[config.mk]
export PLATFORM = sky130hd
export DESIGN_NAME = response_misr_compactor
export DESIGN_NICKNAME = d
export VERILOG_FILES = /design/src/rtl/response_misr_compactor_pkg.sv /design/src/rtl/response_misr_compactor_misr_core.sv /design/src/rtl/response_misr_compactor.sv
export SDC_FILE = /design/constraint.sdc
export NUM_CORES = 1
export LEC_CHECK = 0
export ABC_AREA = 1
export CAP_MARGIN = 20
export CORE_ASPECT_RATIO = 0.8
export CORE_UTILIZATION = 50
export DETAILED_ROUTE_END_ITERATION = 6
export PLACE_DENSITY = 0.95
export SYNTH_ARGS = -nofsm -noshare
export SYNTH_HDL_FRONTEND = slang
export SYNTH_SLANG_ARGS = --single-unit
export TNS_END_PERCENT = 5
[constraint.sdc]
create_clock -name clk -period 4.5 [get_ports clk]
set_clock_uncertainty 0.2 [all_clocks]
set_input_delay 0.675 -clock clk [delete_from_list [all_inputs] [get_ports clk]]
set_output_delay 0.675 -clock clk [all_outputs]
set_load 0.01 [all_outputs]
[src/rtl/response_misr_compactor_pkg.sv]
// Shared definitions for the response compactor and the upstream pattern generator:
// FSM state encodings, default CUT output width, default MISR polynomial and seed.
package response_misr_compactor_pkg;

    localparam int          CUT_W    = 16;
    localparam logic [15:0] DEF_POLY = 16'h1021;
    localparam logic [15:0] DEF_SEED = 16'h0000;

    typedef enum logic [1:0] {
        ST_IDLE  = 2'd0,
        ST_RUN   = 2'd1,
        ST_CHECK = 2'd2,
        ST_DONE  = 2'd3
    } state_t;

endpackage

[src/rtl/response_misr_compactor_misr_core.sv]
// misr_core: combinational next-state function of the MISR.
// Ports: sig (current signature), data (response beat), sig_next (updated signature).
import response_misr_compactor_pkg::*;

module misr_core #(
    parameter int               WIDTH = CUT_W,
    parameter logic [WIDTH-1:0] POLY  = WIDTH'(DEF_POLY)
) (
    input  logic [WIDTH-1:0] sig,
    input  logic [WIDTH-1:0] data,
    output logic [WIDTH-1:0] sig_next
);

    logic [WIDTH-1:0] fb;

    // Feedback taps are applied only when the bit shifted out is set.
    assign fb       = sig[WIDTH-1] ? POLY : '0;
    assign sig_next = {sig[WIDTH-2:0], 1'b0} ^ fb ^ data;

endmodule

[src/rtl/response_misr_compactor.sv]
// response_misr_compactor: compacts CUT response beats into a MISR and compares the
// final signature against a golden value after num_patterns accepted beats.
// Ports: clk, rst (sync, active high); start, num_patterns, golden (run control);
//   resp_valid/resp_data/resp_ready (response handshake); busy, done, pass,
//   signature, pat_count (status).
import response_misr_compactor_pkg::*;

module response_misr_compactor #(
    parameter int               WIDTH = CUT_W,
    parameter int               CNT_W = 16,
    parameter logic [WIDTH-1:0] POLY  = WIDTH'(DEF_POLY),
    parameter logic [WIDTH-1:0] SEED  = WIDTH'(DEF_SEED)
) (
    input  logic             clk,
    input  logic             rst,
    input  logic             start,
    input  logic [CNT_W-1:0] num_patterns,
    input  logic [WIDTH-1:0] golden,
    input  logic             resp_valid,
    input  logic [WIDTH-1:0] resp_data,
    output logic             resp_ready,
    output logic             busy,
    output logic             done,
    output logic             pass,
    output logic [WIDTH-1:0] signature,
    output logic [CNT_W-1:0] pat_count
);

    state_t           state;
    state_t           state_nx;
    logic [CNT_W-1:0] target;
    logic [WIDTH-1:0] sig_next;
    logic             start_ok;
    logic             beat;
    logic             last_beat;

    misr_core #(
        .WIDTH (WIDTH),
        .POLY  (POLY)
    ) u_misr (
        .sig      (signature),
        .data     (resp_data),
        .sig_next (sig_next)
    );

    assign start_ok   = start && (state == ST_IDLE || state == ST_DONE);
    assign resp_ready = (state == ST_RUN);
    assign beat       = resp_valid && resp_ready;
    // Beat number `target` is the one seen while pat_count == target-1.
    assign last_beat  = beat && (pat_count == target - CNT_W'(1));
    assign busy       = (state == ST_RUN) || (state == ST_CHECK);
    assign done       = (state == ST_DONE);

    always_ff @(posedge clk) begin
        if (rst) begin
            state <= ST_IDLE;
        end else begin
            state <= state_nx;
        end
    end

    always_comb begin
        state_nx = state;
        unique case (state)
            ST_IDLE, ST_DONE: begin
                if (start_ok) begin
                    state_nx = (num_patterns == '0) ? ST_CHECK : ST_RUN;
                end
            end
            ST_RUN: begin
                if (last_beat) begin
                    state_nx = ST_CHECK;
                end
            end
            ST_CHECK: begin
                state_nx = ST_DONE;
            end
            default: begin
                state_nx = ST_IDLE;
            end
        endcase
    end

    always_ff @(posedge clk) begin
        if (rst) begin
            signature <= SEED;
            pat_count <= '0;
            pass      <= 1'b0;
            target    <= '0;
        end else if (start_ok) begin
            signature <= SEED;
            pat_count <= '0;
            pass      <= 1'b0;
            target    <= num_patterns;
        end else if (beat) begin
            signature <= sig_next;
            pat_count <= pat_count + CNT_W'(1);
        end else if (state == ST_CHECK) begin
            pass <= (signature == golden);
        end
    end

endmodule

# Yosys cells after proc, flatten, opt, wreduce, memory -nomap -nowiden
# Index checks and enable logic that the tools add are counted.
[classes] n_addsub=2 n_reduce_logical=11 n_eq_ne=7 bitwise_logic=3 mux=5
[ops] operator="equality test 16 bit" n=2
[ops] operator="XOR 16 bit" n=2
[ops] operator="adder 16 x 1 -> 16 bit, second input constant" n=1
[ops] operator="zero test 16 bit" n=1
[ops] operator="subtractor 16 x 1 -> 16 bit, second input constant" n=1
[ops] operator="two-way mux 13 bit" n=1
[ops] operator="two-way mux 2 bit" n=3
[ops] operator="one-hot mux 2 bit (3 select lines)" n=1
[ops] operator="equality test 2 bit, second input constant" n=2
[ops] operator="AND reduction 2 bit" n=2
[ops] operator="OR reduction 2 bit" n=2
[ops] operator="logical AND 1 bit" n=3
[ops] operator="equality test 2 x 1 -> 1 bit, second input constant" n=1
[ops] operator="zero test 2 bit" n=1
[ops] operator="logical OR 1 bit" n=2
[ops] operator="inequality test 2 x 1 -> 1 bit, second input constant" n=1
[ops] operator="inequality test 2 bit, second input constant" n=1
[ops] operator="inverter 1 bit" n=1
[word_totals] output_inout_bits=36 ff_bits=51

# Logic depth before layout (Yosys ltp)
[logic_depth] depth_word=5 ltp_mapped=18

# By module
# A second synthesis with hierarchy kept.
[hier_totals] cells_unflattened=464 hier_area_um2=3069.2
[modules_own_cells] module="response_misr_compactor" cells_per_inst=433 instances=1 area_each_um2=2880.3 seq_area_each_um2=1021.0
[modules_own_cells] module="misr_core" cells_per_inst=31 instances=1 area_each_um2=188.9 seq_area_each_um2=0.0

# Worst setup path before layout
# OpenSTA, ideal clock, no wires.
[synth_timing] kind="input -> register" startpoint="in resp_valid" endpoint="reg pat_count[15]" t_arrival_ns=1.694 required_ns=4.180 setup_slack_ns=2.486 n_path_buf=0 path_stages=9 setup_time_ns=0.120 path_cell_list="nand2_1 nor2_1 nand3_2 nor4_4 nand4_1 nor3_2 nand2_1 nand2_1 a21oi_1"
[synth_via] elab_chain_cells=1
[synth_rtl] item="start, declared" line="response_misr_compactor.sv:19" source="input logic resp_valid,"
[synth_rtl] item="logical AND 1 bit" line="response_misr_compactor.sv:48" source="assign beat = resp_valid && resp_ready;"
[synth_rtl] item="end signal, assigned" line="response_misr_compactor.sv:97" source="pat_count <= pat_count + CNT_W'(1);"
[synth_rtl] item="end, declared" line="response_misr_compactor.sv:26" source="output logic [CNT_W-1:0] pat_count"
# Every way passes these cells.
# A chain may end at the register's enable or synchronous reset.

# Final worst setup path
[layout_timing] startpoint="in start" endpoint="reg signature[5]"
[layout_via] elab_chain_cells=2
[layout_rtl] item="start, declared" line="response_misr_compactor.sv:16" source="input logic start,"
[layout_rtl] item="logical AND 1 bit" line="response_misr_compactor.sv:46" source="assign start_ok = start && (state == ST_IDLE || state == ST_DONE);"
[layout_rtl] item="OR reduction 2 bit (no line)"
[layout_rtl] item="end signal, assigned" line="response_misr_compactor.sv:96" source="signature <= sig_next;"
[layout_rtl] item="end, declared" line="response_misr_compactor.sv:25" source="output logic [WIDTH-1:0] signature,"
# Every way passes these cells.

==> impl_metrics.tcl <==
set metrics [dict create \
    die_area_sq_um 6390 \
    required_ns 4.56 \
    cts-root-buf "clkbuf_8" \
    rsz0062_at_grt "no" \
    grt_max_degree 33 \
    drt_first_pass_iters 5 \
    clockBufferDepth 2 \
    clock_sinks 51 \
    grt_overflow 0 \
    whs_ns 0.298 \
    setup_viol 0 \
    start_util_pct 53.8 \
    setup_tns_ns 0 \
    fin_nets 579 \
    layout-drive-gt1-share_pct 5.94 \
    path_clk_slew_ns 0.10 \
    tritoncts "yes" \
    slew_viol_final 0 \
    crit_type "in -> reg" \
    syn2layout_area_growth_pct 34.5 \
    avgSynthCellArea_sq_um 6.96 \
    post-route-util_pct 72.3 \
    critPathMaxStageDelay_ns 0.52 \
    clk_latency_ns 0.30 \
    yosys_register_bits 51 \
    place_congestion 0.881 \
    finalCritPeriodShare_pct 64.8 \
    vias 3248 \
    grt_pass1_vias 3082 \
    ctsResizeCount 0 \
    max_clock_freq_mhz 343 \
    cpMostUsedCell "inv_1" \
    num_io_pins 88 \
    worstMarginPinSlew_ns 0.831 \
    cp_cell_sequence "clkdlybuf4s50_1, nand2_1, inv_1, nor2_1, inv_1, a21oi_1, o21ai_0, inv_1" \
    wl_per_cell_microns 14.5 \
    synth.distinct_cells 33 \
    slowest_stage "nand2_1" \
    dp_hpwl_microns 6690 \
    antenna_found_initial 0 \
    placed_area_sq_um 3980 \
    die_h_microns 71.7 \
    h-tree-depth 2 \
    grt_use_total_pct 28.3 \
    slew_headroom_pct 44.5 \
    hold_viol_final 0 \
    cts_hold_buffers 0 \
    drc 0 \
    synthesis.area_sq_um 3040 \
    power.density_nw_per_um2 458 \
    die_w_microns 89.1 \
    fp.coreArea_sq_um 5650 \
    worst_setup_path_end_kind "flop" \
    irDropWorstVdd_mv 0.450 \
    finish.instance_area_sq_um 4080 \
    run_status "completed" \
    drtIter0Drc 213 \
    leakagePower_nw 1.71 \
    power_mw 1.87 \
    io_buffers 87 \
    cts_made_buffers 5 \
    placementRows 24 \
    syn_nets 493 \
    crit_fanout 28 \
    synth_cells 436 \
    wl_microns 8710 \
    holdCritPathClass "reg -> reg" \
    ys_seq_area_share_pct 33.6 \
    grt_pass1_wl_microns 14000 \
    period_minus_slack_ns 2.92 \
    max_cap_viol_count 0 \
    start_kind "primary input" \
    postCtsSetupBuffers 0 \
    crit_arrival_ns 2.98 \
    antennaDiodeCount 0 \
    yosys_warnings 0 \
    via_per_inst 5.41 \
    ant_nets 0 \
]
==> worst paths after layout <==
kind                    startpoint                         to  slack [ns]  depth (start not counted)
max                          start  signature[5]$_SDFFE_PP0P_        1.58                          8
min              pass$_SDFFE_PP0P_          pass$_SDFFE_PP0P_        0.30                          2
max reg2reg  state[0]$_SDFFE_PP0P_  signature[5]$_SDFFE_PP0P_        1.60                          9
min reg2reg      pass$_SDFFE_PP0P_          pass$_SDFFE_PP0P_        0.30                          2
==> cell usage after synthesis <==
cell / n / area [sq um]
nor2_8: 1 / 20.0
nand2_2: 3 / 18.8
nand2_4: 2 / 22.5
inv_1: 53 / 199
nand2_1: 88 / 330
o21ai_0: 38 / 190
nor4_1: 8 / 50.1
nor2_2: 4 / 25.0
nor3b_1: 1 / 7.51
o21bai_1: 2 / 15.0
ha_1: 5 / 62.6
nor3_2: 3 / 30.0
xnor2_1: 20 / 175
o21ai_2: 2 / 17.5
a31oi_1: 1 / 6.26
buf_2: 1 / 5.00
or2_2: 3 / 18.8
xor2_1: 22 / 193
o21ai_1: 1 / 5.00
nand3_2: 2 / 20.0
nand3b_1: 2 / 15.0
nand3_1: 15 / 75.1
nor3_1: 6 / 30.0
or3b_2: 1 / 8.76
nor4_4: 1 / 21.3
buf_1: 1 / 3.75
nor2_4: 1 / 11.3
dfxtp_1: 51 / 1020
nor2_1: 43 / 161
clkbuf_1: 7 / 26.3
or2_0: 2 / 12.5
nand4_1: 6 / 37.5
a21oi_1: 40 / 200
==> final cells by class <==
type                       instances  area, sq um
clock inverter                     2         37.5
timing repair buffer              88          878
fill                             442         1560
sequential                        51         1020
inverter                          53          199
tap                               78         97.6
multi-input combinational        323         1780
clock buffer                       5         68.8
==> state kept, by name (all words and copies together), names as in the netlist <==
register   flops
signature     16
state          2
target        16
pass           1
pat_count     16
==> where the power goes <==
group / total [mW] / switching [mW] / internal [mW]
clock: 0.311 / 0.149 / 0.163
sequential: 0.652 / 0.115 / 0.536
combinational: 0.906 / 0.538 / 0.368
==> critical path: cells and delay by family <==
family,cells,cell delay [ns]
compound gates,2,0.36
buf+inv,4,1.08
simple gates,2,0.85
==> cells in the final DEF (no fill, tap or decap), types with 3 or more instances in the layout <==
cell type	netlist	final
nor3_2	3	3
a21oi_1	40	40
clkbuf_8	0	5
nor2_1	43	43
nor2_2	4	4
o21ai_0	38	38
ha_1	5	5
nand2_2	3	3
nor3_1	6	6
dfxtp_1	51	51
nor4_1	8	8
nand3_1	15	15
or2_2	3	3
nand2_1	88	88
xor2_1	22	22
xnor2_1	20	20
nand4_1	6	6
inv_1	53	53
clkdlybuf4s50_1	0	87
==> routing by layer <==
metal  vias to the layer above  global-route usage [%]  wire [microns]
li1                       1584                       -               -
met1                      1487                    36.4            3720
met2                       152                    46.7            4160
met3                        25                    5.76             644
met4                         0                    10.8             176
met5                         -                       0               0
==> cell families after synthesis <==
group | after synthesis | synth area share, %
fa+ha+maj | 5 | 2.06
compound gates | 84 | 14.3
buf+inv | 62 | 7.71
simple gates | 192 | 30.2
xor+xnor | 42 | 12.1
flops | 51 | 33.6
==> metrics by stage <==
stage                     instances  setup slack (ns)
final                           600              1.58
after global routing            600              1.37
after CTS                       600              1.61
after detailed placement        593              1.38
after global placement          593              1.53
after floorplan                 436              2.49
(Power assumes the default switching activity.)
